**config.mk**
```make
export PLATFORM = sky130hd
export DESIGN_NAME = alu32_seq_divider
export DESIGN_NICKNAME = d
export VERILOG_FILES = /design/src/rtl/alu32_div_pkg.sv /design/src/rtl/alu32_seq_divider_sub.sv /design/src/rtl/alu32_seq_divider.sv
export SDC_FILE = /design/constraint.sdc
export NUM_CORES = 1
export LEC_CHECK = 0
export ABC_CLOCK_PERIOD_IN_PS = 3900
export CAP_MARGIN = 20
export CORE_MARGIN = 1
export CORE_UTILIZATION = 56
export DETAILED_ROUTE_END_ITERATION = 7
export DONT_BUFFER_PORTS = 1
export PLACE_DENSITY = 0.71
export RECOVER_POWER = 100
export SLEW_MARGIN = 20
export SYNTH_ARGS = -nofsm -noshare
export SYNTH_HDL_FRONTEND = slang
export SYNTH_SLANG_ARGS = --single-unit
```
**constraint.sdc**
```tcl
create_clock -name CLK -period 3.9 [get_ports CLK]
set_input_delay 0.39 -clock CLK [delete_from_list [all_inputs] [get_ports CLK]]
set_output_delay 0.39 -clock CLK [all_outputs]
set_load 0.03 [all_outputs]
```
**src/rtl/alu32_div_pkg.sv**
```systemverilog
// Shared definitions for the ALU32 iterative divider: FSM encoding and
// the divide-by-zero quotient fill.
package alu32_div_pkg;

    localparam int STATE_W = 3;

    typedef enum logic [STATE_W-1:0] {
        ST_IDLE = 3'd0,
        ST_PREP = 3'd1,
        ST_ITER = 3'd2,
        ST_FIX  = 3'd3,
        ST_DONE = 3'd4
    } div_state_e;

    // Fill bit replicated to WIDTH: a divide by zero reports an all-ones quotient
    localparam logic DIVZERO_QUOT = 1'b1;

endpackage

```
**src/rtl/alu32_seq_divider_sub.sv**
```systemverilog
// WIDTH+1-bit subtractor (a + ~b + 1) for the divider trial step, built from
// 8-bit lookahead slices chained by slice carry plus a single top bit.
module div_sub_stage #(
    parameter int WIDTH = 32
) (
    input  logic [WIDTH:0] a,
    input  logic [WIDTH:0] b,
    output logic [WIDTH:0] diff,
    output logic           no_borrow
);

    localparam int NSLICE = WIDTH / 8;

    logic [WIDTH:0]  b_inv_s;
    logic [NSLICE:0] slice_c_s;

    assign b_inv_s      = ~b;
    assign slice_c_s[0] = 1'b1;

    for (genvar k = 0; k < NSLICE; k++) begin : g_slice
        logic [7:0] g_s;
        logic [7:0] p_s;
        logic [8:0] c_s;

        assign g_s = a[8*k +: 8] & b_inv_s[8*k +: 8];
        assign p_s = a[8*k +: 8] ^ b_inv_s[8*k +: 8];

        // Flattened lookahead: every carry is a sum of generate terms gated by propagate runs
        always_comb begin
            logic acc_v;
            logic prop_v;
            c_s[0] = slice_c_s[k];
            for (int i = 0; i < 8; i++) begin
                acc_v  = g_s[i];
                prop_v = p_s[i];
                for (int j = i - 1; j >= 0; j--) begin
                    acc_v  = acc_v | (prop_v & g_s[j]);
                    prop_v = prop_v & p_s[j];
                end
                c_s[i+1] = acc_v | (prop_v & slice_c_s[k]);
            end
        end

        assign diff[8*k +: 8]  = p_s ^ c_s[7:0];
        assign slice_c_s[k+1]  = c_s[8];
    end

    assign diff[WIDTH] = a[WIDTH] ^ b_inv_s[WIDTH] ^ slice_c_s[NSLICE];
    assign no_borrow   = (a[WIDTH] & b_inv_s[WIDTH]) |
                         ((a[WIDTH] ^ b_inv_s[WIDTH]) & slice_c_s[NSLICE]);

endmodule

```
**src/rtl/alu32_seq_divider.sv**
```systemverilog
// Iterative restoring divider (one trial subtraction per clock) with signed
// and unsigned modes and a start/done handshake.
module alu32_seq_divider #(
    parameter int WIDTH = 32
) (
    input  logic             CLK,
    input  logic             RST,
    input  logic             Start,
    input  logic             Signed,
    input  logic [WIDTH-1:0] Dividend,
    input  logic [WIDTH-1:0] Divisor,
    output logic             Busy,
    output logic             Done,
    output logic [WIDTH-1:0] Quotient,
    output logic [WIDTH-1:0] Remainder,
    output logic             DivZero
);

    import alu32_div_pkg::*;

    localparam int               CNT_W    = $clog2(WIDTH);
    localparam logic [CNT_W-1:0] CNT_LOAD = CNT_W'(WIDTH - 1);
    localparam logic [CNT_W-1:0] CNT_ONE  = CNT_W'(1);

    function automatic logic [WIDTH-1:0] twos_neg(input logic [WIDTH-1:0] v);
        return ~v + WIDTH'(1);
    endfunction

    div_state_e       state_q, state_d;
    logic [WIDTH-1:0] quo_q, quo_d;
    logic [WIDTH-1:0] rem_q, rem_d;
    logic [WIDTH-1:0] dvs_q, dvs_d;
    logic [CNT_W-1:0] cnt_q, cnt_d;
    logic             signed_q, signed_d;
    logic             neg_quo_q, neg_quo_d;
    logic             neg_rem_q, neg_rem_d;
    logic [WIDTH-1:0] quotient_q, quotient_d;
    logic [WIDTH-1:0] remainder_q, remainder_d;
    logic             divzero_q, divzero_d;
    logic             busy_q, busy_d;
    logic             done_q, done_d;

    logic [WIDTH:0]   rem_shift_s;
    logic [WIDTH:0]   trial_b_s;
    logic [WIDTH:0]   trial_diff_s;
    logic             no_borrow_s;
    logic             trial_ok_s;

    assign rem_shift_s = {rem_q, quo_q[WIDTH-1]};
    assign trial_b_s   = {1'b0, dvs_q};

    div_sub_stage #(.WIDTH(WIDTH)) u_sub (
        .a         (rem_shift_s),
        .b         (trial_b_s),
        .diff      (trial_diff_s),
        .no_borrow (no_borrow_s)
    );

    // An accepted difference always fits back into the WIDTH-bit remainder
    assign trial_ok_s = no_borrow_s & ~trial_diff_s[WIDTH];

    // Next-state, datapath and output computation
    always_comb begin
        state_d     = state_q;
        quo_d       = quo_q;
        rem_d       = rem_q;
        dvs_d       = dvs_q;
        cnt_d       = cnt_q;
        signed_d    = signed_q;
        neg_quo_d   = neg_quo_q;
        neg_rem_d   = neg_rem_q;
        quotient_d  = quotient_q;
        remainder_d = remainder_q;
        divzero_d   = divzero_q;
        // Status flags trail the state by one cycle
        busy_d      = (state_q == ST_PREP) || (state_q == ST_ITER) || (state_q == ST_FIX);
        done_d      = (state_q == ST_DONE);

        case (state_q)
            ST_IDLE, ST_DONE: begin
                if (Start) begin
                    state_d  = ST_PREP;
                    quo_d    = Dividend;
                    dvs_d    = Divisor;
                    signed_d = Signed;
                end else begin
                    state_d  = ST_IDLE;
                end
            end
            ST_PREP: begin
                if (dvs_q == {WIDTH{1'b0}}) begin
                    state_d     = ST_DONE;
                    quotient_d  = {WIDTH{DIVZERO_QUOT}};
                    remainder_d = quo_q;
                    divzero_d   = 1'b1;
                end else begin
                    neg_quo_d = signed_q & (quo_q[WIDTH-1] ^ dvs_q[WIDTH-1]);
                    neg_rem_d = signed_q & quo_q[WIDTH-1];
                    quo_d     = (signed_q && quo_q[WIDTH-1]) ? twos_neg(quo_q) : quo_q;
                    dvs_d     = (signed_q && dvs_q[WIDTH-1]) ? twos_neg(dvs_q) : dvs_q;
                    rem_d     = {WIDTH{1'b0}};
                    cnt_d     = CNT_LOAD;
                    state_d   = ST_ITER;
                end
            end
            ST_ITER: begin
                quo_d = {quo_q[WIDTH-2:0], trial_ok_s};
                rem_d = trial_ok_s ? trial_diff_s[WIDTH-1:0] : rem_shift_s[WIDTH-1:0];
                if (cnt_q == {CNT_W{1'b0}}) begin
                    state_d = ST_FIX;
                end else begin
                    cnt_d = cnt_q - CNT_ONE;
                end
            end
            ST_FIX: begin
                quotient_d  = neg_quo_q ? twos_neg(quo_q) : quo_q;
                remainder_d = neg_rem_q ? twos_neg(rem_q) : rem_q;
                divzero_d   = 1'b0;
                state_d     = ST_DONE;
            end
            default: begin
                state_d = ST_IDLE;
            end
        endcase
    end

    // State and output registers with synchronous reset
    always_ff @(posedge CLK) begin
        if (RST) begin
            state_q     <= ST_IDLE;
            quo_q       <= {WIDTH{1'b0}};
            rem_q       <= {WIDTH{1'b0}};
            dvs_q       <= {WIDTH{1'b0}};
            cnt_q       <= {CNT_W{1'b0}};
            signed_q    <= 1'b0;
            neg_quo_q   <= 1'b0;
            neg_rem_q   <= 1'b0;
            quotient_q  <= {WIDTH{1'b0}};
            remainder_q <= {WIDTH{1'b0}};
            divzero_q   <= 1'b0;
            busy_q      <= 1'b0;
            done_q      <= 1'b0;
        end else begin
            state_q     <= state_d;
            quo_q       <= quo_d;
            rem_q       <= rem_d;
            dvs_q       <= dvs_d;
            cnt_q       <= cnt_d;
            signed_q    <= signed_d;
            neg_quo_q   <= neg_quo_d;
            neg_rem_q   <= neg_rem_d;
            quotient_q  <= quotient_d;
            remainder_q <= remainder_d;
            divzero_q   <= divzero_d;
            busy_q      <= busy_d;
            done_q      <= done_d;
        end
    end

    assign Busy      = busy_q;
    assign Done      = done_q;
    assign Quotient  = quotient_q;
    assign Remainder = remainder_q;
    assign DivZero   = divzero_q;

endmodule

```
Word level (Yosys, flattened, before mapping)
Cells that the tools add are included.

storage, ports and cells
  word-level logic and storage cells = 492
  output and inout port bits = 67
  register bits after elaboration = 174

operators by class
  equality and inequality tests = 11
  bitwise operators = 419
  $add $sub $neg = 4
  reductions and logical operators = 19
  multiplexer cells = 26

operators with widths
  cell                   count
  $mux 32                12
  $pmux 32 s2            4
  $and 1x1->1            253
  $or 1x1->1             145
  $add 32x1->32 const B  3
  $not 32->32            3
  $pmux 32 s3            1
  $xor 8x8->8            8
  $not 32->33            1
  $and 8x8->8            4
  $logic_not 32->1       1
  $pmux 3 s4             1
  $mux 5                 2
  $pmux 5 s2             1
  $ne 2x1->1 const B     4
  $reduce_and 2->1       4
  $reduce_and 4->1       2
  $eq 3x2->1 const B     2
  $mux 3                 2
  $ne 2x2->1 const B     3
  $reduce_bool 2->1      3
  $logic_not 5->1        1
  $sub 5x1->5 const B    1
  $eq 3x1->1 const B     1
  other kinds (11)       17

Depth between registers and ports, before layout
Gate-level depths: netlist (run 1).

  depth after elaboration = 22
  mapped depth = 13
  mapped depth without buffers = 13

Cells and area by module
From an unflattened synthesis (run 1), not the netlist that was laid out.

second synthesis, totals
  cell total of the unflattened synthesis = 1,423
  area, all modules = 11,248.3 um^2

modules (own cells, without submodules)
  module             instances  area each (um^2)  cells an instance
  alu32_seq_divider  1          9,763.1           1,224
  div_sub_stage      1          1,485.2           199

Least setup slack after synthesis (run 1)
No wires, ideal clock.

  path type = register -> register
  start = register dvs_q[2]
  end = register rem_q[11]
  path slack = 581 ps
  data required time = 3,759 ps
  buffers on the path = 2
  stages on the path, launching flop included = 14
  setup time = 141 ps
  arrival = 3,179 ps
  cell sequence = dfxtp_1 -> inv_1 -> ha_1 -> o21ai_0 -> a221o_1 -> o211ai_1 -> nand4_1 -> nand3_1 -> a41oi_1 -> o21ai_1 -> a211o_1 -> clkbuf_1 -> clkbuf_1 -> o221ai_1

between the ends
  cells in the longest elaborated chain, start to end = 18

ends and longest elaborated chain
  element                                     RTL line                                                  source
  from (decl)                                 alu32_seq_divider.sv:32                                   logic [WIDTH-1:0] dvs_q, dvs_d;
  from (signal assigned)                      alu32_seq_divider.sv:133                                  dvs_q <= {WIDTH{1'b0}};
  from (signal assigned)                      alu32_seq_divider.sv:147                                  dvs_q <= dvs_d;
  $not 32->33                                 alu32_seq_divider_sub.sv:17                               assign b_inv_s = ~b;
  $and 8x8->8 or $xor 8x8->8 (tied branches)  alu32_seq_divider_sub.sv:25, alu32_seq_divider_sub.sv:26
  $and 1x1->1, on equally long branches       alu32_seq_divider_sub.sv:37, alu32_seq_divider_sub.sv:38
  $or 1x1->1 (tied with other cells)          alu32_seq_divider_sub.sv:37                               acc_v = acc_v | (prop_v & g_s[j]);
  $or 1x1->1 or $and 1x1->1 (tied branches)   alu32_seq_divider_sub.sv:37
  $or 1x1->1                                  alu32_seq_divider_sub.sv:37
  $or 1x1->1                                  alu32_seq_divider_sub.sv:40                               c_s[i+1] = acc_v | (prop_v & slice_c_s[k]);
  $and 1x1->1                                 alu32_seq_divider_sub.sv:40
  [... 2 more ...]                            -
  $or 1x1->1                                  alu32_seq_divider_sub.sv:40
  $and 1x1->1                                 alu32_seq_divider_sub.sv:40
  $or 1x1->1                                  alu32_seq_divider_sub.sv:40
  $and 1x1->1 or $xor 1x1->1 (tied branches)  alu32_seq_divider_sub.sv:50, alu32_seq_divider_sub.sv:48
  $or 1x1->1 or $not 1->1 (tied branches)     alu32_seq_divider_sub.sv:49, alu32_seq_divider.sv:60
  $and 1x1->1                                 alu32_seq_divider.sv:60                                   assign trial_ok_s = no_borrow_s & ~trial_diff_s[WIDTH];
  $mux 32                                     alu32_seq_divider.sv:108                                  rem_d = trial_ok_s ? trial_diff_s[WIDTH-1:0] : rem_shift_s[WIDTH-1:0];
  $pmux 32 s2                                 alu32_seq_divider.sv:79                                   case (state_q)
  to (signal assigned)                        alu32_seq_divider.sv:132                                  rem_q <= {WIDTH{1'b0}};
  to (signal assigned)                        alu32_seq_divider.sv:146                                  rem_q <= rem_d;
  to (decl)                                   alu32_seq_divider.sv:31                                   logic [WIDTH-1:0] rem_q, rem_d;

Parallel ways exist; a longest one is shown, timed or not.
A chain may end at the register's enable or synchronous reset.

Worst setup path in the final report (run 1)
  start = register dvs_q[0]
  end = register quo_q[30]

between the ends
  cells in the longest elaborated chain, start to end = 3

ends and longest elaborated chain
  element                            RTL line                  source
  $logic_not 32->1                   alu32_seq_divider.sv:91   if (dvs_q == {WIDTH{1'b0}}) begin
  $ne 2x2->1 (no source line)        -
  $reduce_and 4->1 (no source line)  -
  to (signal assigned)               alu32_seq_divider.sv:131  quo_q <= {WIDTH{1'b0}};
  to (signal assigned)               alu32_seq_divider.sv:145  quo_q <= quo_d;
  to (decl)                          alu32_seq_divider.sv:30   logic [WIDTH-1:0] quo_q, quo_d;

Every way passes these cells.

==> metrics.cfg, run 1 <==
[status]
status=finished, violations left
violations=max-capacitance violations, max-slew violations

[pwr]
seqPwrFrac_pct=40.1
p_sw_mw=2.13
p_comb_share_pct=29.1
clkPwrFrac_pct=30.8
leakagePower_nw=4.43
irDropWorstVdd_uv=324
intPower_mw=3.57
power.density_nw_per_um2=485
sw_frac_of_total_pct=37.4

[cts]
cts_setup_buffers=0
clk_latency_ps=440
htreeDepth=4
cts.sinks=174
cts_tree=built
cts_buffers=17
clk_pin_slew_ps=70
cts_buffer_depth=2
cts_hold_repair.buffers=0
cts_resized=0
root_buffer=clkbuf_16

[floorplanning]
pin_count=135
dieArea_um2=20000
start_util_pct=57.7
die-height_um=142
rows=50
core_um2=18900
chipWidth_um=142

[critical_path]
critical_path_class=reg -> reg
path_max_fanout=46
required_ps=4270
cp-end-kind=flop
cpPeakStageDelay_ps=590
critical_path.slowest_cell=or4_1
critical-path-top-delay-family=simple AND/OR/NAND/NOR gates
worst_ep_arrival_time_ps=4040
cpMostUsedCell=or4_1
crit_chain=inv_1 -> ha_1 -> or3b_2 -> or4_1 -> or3_1 -> or4_1 -> and2_1 -> clkbuf_4 -> o21ai_0 -> a21oi_1 -> nor2_1
start_kind=flop
path_buf_inv=2

[drt]
postRouteAntennaNets=0
first_iter_violations=852
drtPass1Iterations=7
viasPerCell=6.33
post_drt_wl_per_cell_um=19.3
vias=10400
wl_mm=31.8
drc_errors=0

[yosys]
synth_edf_count=0
synth_area_leaders=dfxtp_1 32%, nor2_1 6.5%, nand2_1 5.4%
synth_cell_types=63
synthArstFlopShare_pct=0
ys_seq_area_share_pct=31.9
syn_area_per_cell_um2=7.61
yosysTopAreaCellShare_pct=31.9
syn-cell-area_um2=10900
syn_nets=1542
yosysTopAreaCell=dfxtp_1
synth-main-ff-cell=dfxtp_1
yosys-top-cells-count=190 x nor2_1, 174 x dfxtp_1, 156 x nand2_1
yosysMostFrequentCell=nor2_1
yosys_warnings=0
synth.ff_latch_count=174
synth_cells=1433

[sta]
skew_ps=12.0
min_period_ps=3670
maxSlewViolCount=88
finalSetupViolations=0
fmax_mhz=273
slew_headroom_pct=-9.68
finalSetupTns_ps=0
hold_viol=0
fin_crit_sh_pct=94.0
hold_slack_ps=28.5
tightest_slew_ps=1650
rsz0062_at_grt=false

[finish]
antenna_cells=0
drive_above_1_share_pct=5.97
fin_nets=1487
utilization_pct=62.1
final_cells=1651
area_growth_pct=7.52

[placed_design]
dp_cells=1619
hpwl_mm=22.3
place.gp.congestion=0.889
port_buffers=0

[global_routing]
grt_usage_pct=31.7
antenna_found_initial=0
grt_pass1_wl_mm=50.2
grt_max_degree=147
grt-ovfl-total=0
grt_pass1_vias=9302

[worst_hold_path]
hold_path_class=in -> reg

[flow_run]
cap_violations=1

==> metrics by stage <==
step / setup slack [ps] / instance area, um2 / total power [mW]
detailed placement: 388 / 11200 / 3.95
global route: 65.1 / 11700 / 5.99
floorplan: 581 / 10900 / 3.56
global placement: 417 / 11200 / 3.91
finish: 233 / 11700 / 5.69
CTS: 355 / 11800 / 5.68
==> power by group through the flow <==
stage               clock, mW  sequential [mW]  combinational [mW]
floorplan                   0             2.17                1.40
finish                   1.75             2.28                1.66
global route             1.84             2.31                1.84
CTS                      1.76             2.28                1.65
global placement            0             2.31                1.60
detailed placement          0             2.32                1.64
==> cells in the final DEF, fill, tap and decap left out, drive strengths merged, types with 10 or more instances in the layout <==
cell / instances
a211oi: 33
a21o: 23
a21oi: 71
a221o: 14
a221oi: 36
a22oi: 22
a311oi: 36
and2: 13
buf: 35
clkbuf: 25
dfxtp: 174
ha: 38
inv: 70
nand2: 156
nand3: 31
nor2: 190
nor3: 53
nor4: 11
o21ai: 70
o221ai: 17
o31ai: 16
o41ai: 10
or3: 30
or4: 11
xnor2: 57
xor2: 41
==> path summary, 6_finish.rpt <==
| path | from | end | slack, ps | cells after the start |
|---|---|---|---|---|
| hold reg to reg | dvs_q[27] | dvs_q[27] | 510 | 2 |
| setup reg to reg | dvs_q[0] | quo_q[30] | 230 | 11 |
| setup / recovery | dvs_q[0] | quo_q[30] | 230 | 11 |
| hold / removal | RST | signed_q | 30 | 1 |
==> final cells by class <==
cell class	count	area, um2
inverter	65	244
clock inverter	14	155
clock buffer	18	429
fill	1754	7160
sequential	174	3480
timing repair buffer	42	348
multi-input combinational	1078	6750
tap	260	325
==> sequential cells by signal, indices dropped and copies added, names as in the netlist, 3 cells and up <==
register and count:
Quotient 32, Remainder 32, cnt_q 5, dvs_q 32, quo_q 32, rem_q 32
state_q 3
==> metal layers <==
layer | up-vias | track usage (%) | routed length, um
met4 | 0 | 16.3 | 1430
met1 | 4916 | 41.7 | 13900
met5 | - | 0 | 0
met2 | 381 | 49.7 | 14400
met3 | 74 | 5.57 | 2070
li1 | 5077 | - | -
==> cell families (layout without fill, tap and decap cells) <==
logic type / Yosys count / in the layout / share of synthesized area [%]
AOI/OAI and AO/OA: 395 / 395 / 25.7
DFF: 174 / 174 / 31.9
buffers and inverters: 181 / 139 / 6.44
and+or+nand+nor: 538 / 538 / 22.6
muxes: 6 / 6 / 0.550
xor gates and xnor gates: 98 / 98 / 7.87
adders and majority gates: 41 / 41 / 4.91
Power figures use the tool's default switching activity.
==> run 2, diff against run 1 <==
- CORE_UTILIZATION: 56 -> 45
- PLACE_DENSITY: 0.71 -> default
==> metrics.cfg, run 2 (synthesized netlist as in run 1, its figures left out) <==
[cts]
clk_latency_ps=440  ; about the same
cts_hold_repair.buffers=0  ; unchanged
cts_setup_buffers=0  ; unchanged
htreeDepth=4  ; unchanged
cts_tree=built
root_buffer=clkbuf_16
cts_resized=0  ; unchanged
cts_buffer_depth=2  ; unchanged
clk_pin_slew_ps=70  ; about the same
cts_buffers=17  ; unchanged
cts.sinks=174  ; unchanged

[finish]
fill_cells=2381  ; +36%
drive_above_1_share_pct=7.30  ; +1.3 points
postLayoutCellArea_um2=12000  ; +1.9%
area_growth_pct=9.58
sequential_cell_area_um2=3480  ; unchanged
final_common_cell=nor2_1
multi_input_area_um2=6750  ; about the same
final_cell_mix=189 x nor2_1, 174 x dfxtp_1, 155 x nand2_1
fin_nets=1507  ; +1.3%

[pwr]
leakagePower_nw=4.52  ; +2.0%
irDropWorstVdd_uv=243  ; -25%
total_power_mw=5.73  ; +0.68%
power.density_nw_per_um2=479  ; -1.2%

[floorplanning]
core_um2=23600  ; +25%
dieArea_um2=24900  ; +24%
rows=56  ; +12%
chipWidth_um=158  ; +11%
pin_count=135  ; unchanged
die-height_um=158  ; +11%
start_util_pct=46.2  ; -12 points

[critical_path]
r2r_cells=11  ; unchanged
critical_path_class=reg -> reg
cp-end-kind=flop
required_ps=4270  ; about the same
start_kind=flop
path_max_fanout=46  ; unchanged
rrSetupSlack_ps=270  ; +40 ps
worst_ep_arrival_time_ps=4000  ; -40 ps

[placed_design]
hpwl_mm=23.6  ; +6.1%
placed_cell_area_um2=11400  ; +2.0%
port_buffers=0  ; unchanged
place.gp.congestion=0.875  ; -1.7%

[drt]
drc_errors=0  ; unchanged
first_iter_violations=885  ; +3.9%
postRouteAntennaNets=0  ; unchanged
viasPerCell=5.98  ; -5.5%
vias=10400  ; -0.90%
post_drt_wl_per_cell_um=19.1  ; -0.99%
drtPass1Iterations=7  ; unchanged
wl_mm=33.0  ; +3.8%

[worst_hold_path]
whs_path_depth=1  ; unchanged
hold_path_class=in -> reg

[status]
status=finished clean

[sta]
fin_crit_sh_pct=93.0  ; -1.0 points
finalSetupViolations=0  ; unchanged
finalSetupTns_ps=0  ; unchanged
maxSlewViolCount=0  ; -100%
min_period_ps=3630  ; -40.7 ps
fmax_mhz=276  ; +1.1%
tightest_slew_ps=1400  ; -243 ps
rsz0062_at_grt=false
hold_slack_ps=29.0  ; +0.506 ps
skew_ps=12.3  ; +0.263 ps
slew_headroom_pct=6.55  ; +16 points
hold_viol=0  ; unchanged

[global_routing]
grt_pass1_vias=9514  ; +2.3%
grt-ovfl-total=0  ; unchanged
grt_max_degree=147  ; unchanged
grt_usage_pct=26.9  ; -4.8 points
grt_pass1_wl_mm=52.3  ; +4.3%
antenna_found_initial=1  ; +1

[flow_run]
cap_violations=0  ; -1

## run 2: cell count changes in the layout (fill, tap and decap cells not counted), moves of 2 or more
cell,delta
inv_6,+2
and2_0,-4
buf_4,+17
clkinv_2,-2
and2_1,+4
## run 2: area by class of cell
| type | count | area share, % |
|---|---|---|
| Antenna cell | 1 | 0.0209 |
| Clock inverter | 14 | 1.27 |
| Timing Repair Buffer | 62 | 4.10 |
| Inverter | 65 | 2.04 |
| Tap cell | 319 | 3.34 |
| Multi-Input combinational cell | 1078 | 56.4 |
| Sequential cell | 174 | 29.1 |
| Clock buffer | 18 | 3.67 |
## run 2: final timing paths
kind | startpoint | end
setup reg to reg | dvs_q[0] | quo_q[31]
hold reg to reg | signed_q | signed_q
hold / removal | RST | dvs_q[27]
setup / recovery | dvs_q[0] | quo_q[31]
## run 2: critical path, cell delays in order, from the launching register on
cell and delay [ps]:
dfxtp_1 350, inv_1 100, ha_1 190, or3b_2 500
or4_1 500, or3_1 400, or4_1 600, and2_1 210
clkbuf_4 340, o21ai_0 170, a22oi_1 110, nor2_1 100
## run 2: where the power goes
| group | switching (mW) | leakage [nW] | internal (mW) |
|---|---|---|---|
| Sequential | 0.335 | 1.42 | 1.95 |
| Combinational | 1.01 | 2.81 | 0.687 |
| Clock | 0.831 | 0.289 | 0.926 |
| Total | 2.17 | 4.52 | 3.56 |
## run 2: metal layers
metal  vias up  wire length (um)  track usage, %
met5         -                 0               0
met4         0               660            7.86
met3        38              2270            4.68
met2       317             15200            44.0
met1      4891             14900            36.0
li1       5108                 -               -
## run 2: through the flow
step           setup slack [ps]  utilization, %  std cells
2_1_floorplan               581               -       1433
3_3_place_gp                434            48.2       1698
3_5_place_dp                405            48.2       1698
4_1_cts                     385            50.7       1730
5_1_grt                    42.4            50.6       1730
6_report                    274            50.6       1731
==> run 3, diff against run 2 <==
- PLACE_DENSITY: default -> 0.69
==> metrics.cfg, run 3 (synthesized netlist as in run 1, its figures left out) <==
[status]
status=finished clean

[placed_design]
dp_cells=1681  ; -1.0%
place.gp.congestion=0.928  ; +6.1%
port_buffers=0  ; unchanged
hpwl_mm=23.8  ; +0.55%

[drt]
top_layer_used=met4
postRouteAntennaNets=0  ; unchanged
post_drt_wl_per_cell_um=19.3  ; +1.2%
viasPerCell=6.15  ; +2.8%
drc_errors=0  ; unchanged
wl_mm=33.1  ; +0.22%
wl_met1_mm=14.2  ; -4.4%
vias=10500  ; +1.8%
first_iter_violations=909  ; +2.7%
drtPass1Iterations=6  ; -1
dr_wl_met3_mm=2.72  ; +20%
dr_wl_met2_mm=15.3  ; +0.87%

[global_routing]
grt_pass1_vias=9537  ; +0.24%
grt_max_degree=147  ; unchanged
grt_pass1_wl_mm=52.0  ; -0.74%
grt_usage_pct=26.4  ; -0.45 points
grt-ovfl-total=0  ; unchanged
antenna_found_initial=2  ; +1

[pwr]
power.density_nw_per_um2=482  ; +0.46%
leakagePower_nw=4.42  ; -2.3%
total_power_mw=5.67  ; -1.0%
irDropWorstVdd_uv=255  ; +5.1%

[critical_path]
cp-end-kind=flop
start_kind=flop
worst_ep_arrival_time_ps=4070  ; +70 ps
critical_path_class=reg -> reg
r2r-start=dvs_q[0]
required_ps=4240  ; -30 ps
crit_start=dvs_q[0]
path_max_fanout=37  ; -20%

[floorplanning]
start_util_pct=46.2  ; unchanged
rows=56  ; unchanged
die-height_um=158  ; unchanged
pin_count=135  ; unchanged
chipWidth_um=158  ; unchanged
core_um2=23600  ; unchanged
dieArea_um2=24900  ; unchanged

[sta]
fmax_mhz=268  ; -3.0%
fin_crit_sh_pct=95.8  ; +2.8 points
tightest_slew_ps=1390  ; -8.12 ps
finalSetupTns_ps=0  ; unchanged
finalSetupViolations=0  ; unchanged
slew_headroom_pct=7.09  ; +0.54 points
skew_ps=10.8  ; -1.44 ps
hold_viol=0  ; unchanged
rsz0062_at_grt=false
maxSlewViolCount=0  ; unchanged
min_period_ps=3740  ; +111 ps

[finish]
final_cells=1714  ; -0.98%
final_common_cell=nor2_1
fin_nets=1490  ; -1.1%
final_cell_mix=189 x nor2_1, 174 x dfxtp_1, 155 x nand2_1
drive_above_1_share_pct=6.10  ; -1.2 points
fill_cells=2358  ; -0.97%
area_growth_pct=7.95

[cts]
htreeDepth=4  ; unchanged
clk_pin_slew_ps=70  ; about the same
cts_hold_repair.buffers=0  ; unchanged
cts_buffer_depth=2  ; unchanged
cts_tree=built
cts_resized=0  ; unchanged
clk_latency_ps=440  ; about the same
cts_buffers=17  ; unchanged
cts.sinks=174  ; unchanged
cts_setup_buffers=0  ; unchanged
root_buffer=clkbuf_16

[worst_hold_path]
hold_path_class=in -> reg
min_from=RST

[flow_run]
cap_violations=0  ; unchanged

[run 3: worst paths after layout]
path	endpoint	slack, ps	cells past startpoint
worst min register to register	dvs_q[27]	500	2
worst max-delay path	Remainder[11]	160	10
worst max register to register	Remainder[11]	160	10
worst min-delay path	cnt_q[2]	20	1
[run 3: power breakdown]
part | switching (mW) | internal [mW] | total [mW]
Combinational | 1.01 | 0.667 | 1.68
Sequential | 0.353 | 1.95 | 2.30
Clock | 0.771 | 0.926 | 1.70
Total | 2.13 | 3.54 | 5.67
[run 3: worst max-delay path, stage by stage, from the launching register on]
cell	delay [ps]
dfxtp_1	350
inv_1	110
ha_1	190
or3b_2	490
or4_1	520
nor3_1	350
nand3_1	220
nor3_1	430
buf_4	470
nand2_1	170
a311oi_1	310
[run 3: layout make-up]
class                      count  area, um2  area share, %
sequential                   174       3480           29.6
clock inverter                10        106          0.903
tap                          319        399           3.39
timing repair buffer          45        339           2.88
inverter                      65        244           2.07
antenna                        1       2.50         0.0212
clock buffer                  22        464           3.94
multi-input combinational   1078       6740           57.2
[run 3: metrics by stage]
step	util, %	setup slack, ps	area (um2)	hold WS, ps
6_report	49.9	163	11800	17.8
5_1_grt	49.9	4.47	11800	12.0
4_1_cts	50.0	309	11800	16.6
3_5_place_dp	47.5	341	11200	472
3_3_place_gp	47.5	432	11200	471
2_1_floorplan	-	581	10900	461
[run 3: metal layers]
metal,GRT usage (%),vias to the layer above
li1,-,5079
met1,34.3,5019
met2,43.0,387
met3,5.97,58
met4,8.83,0
met5,0,-
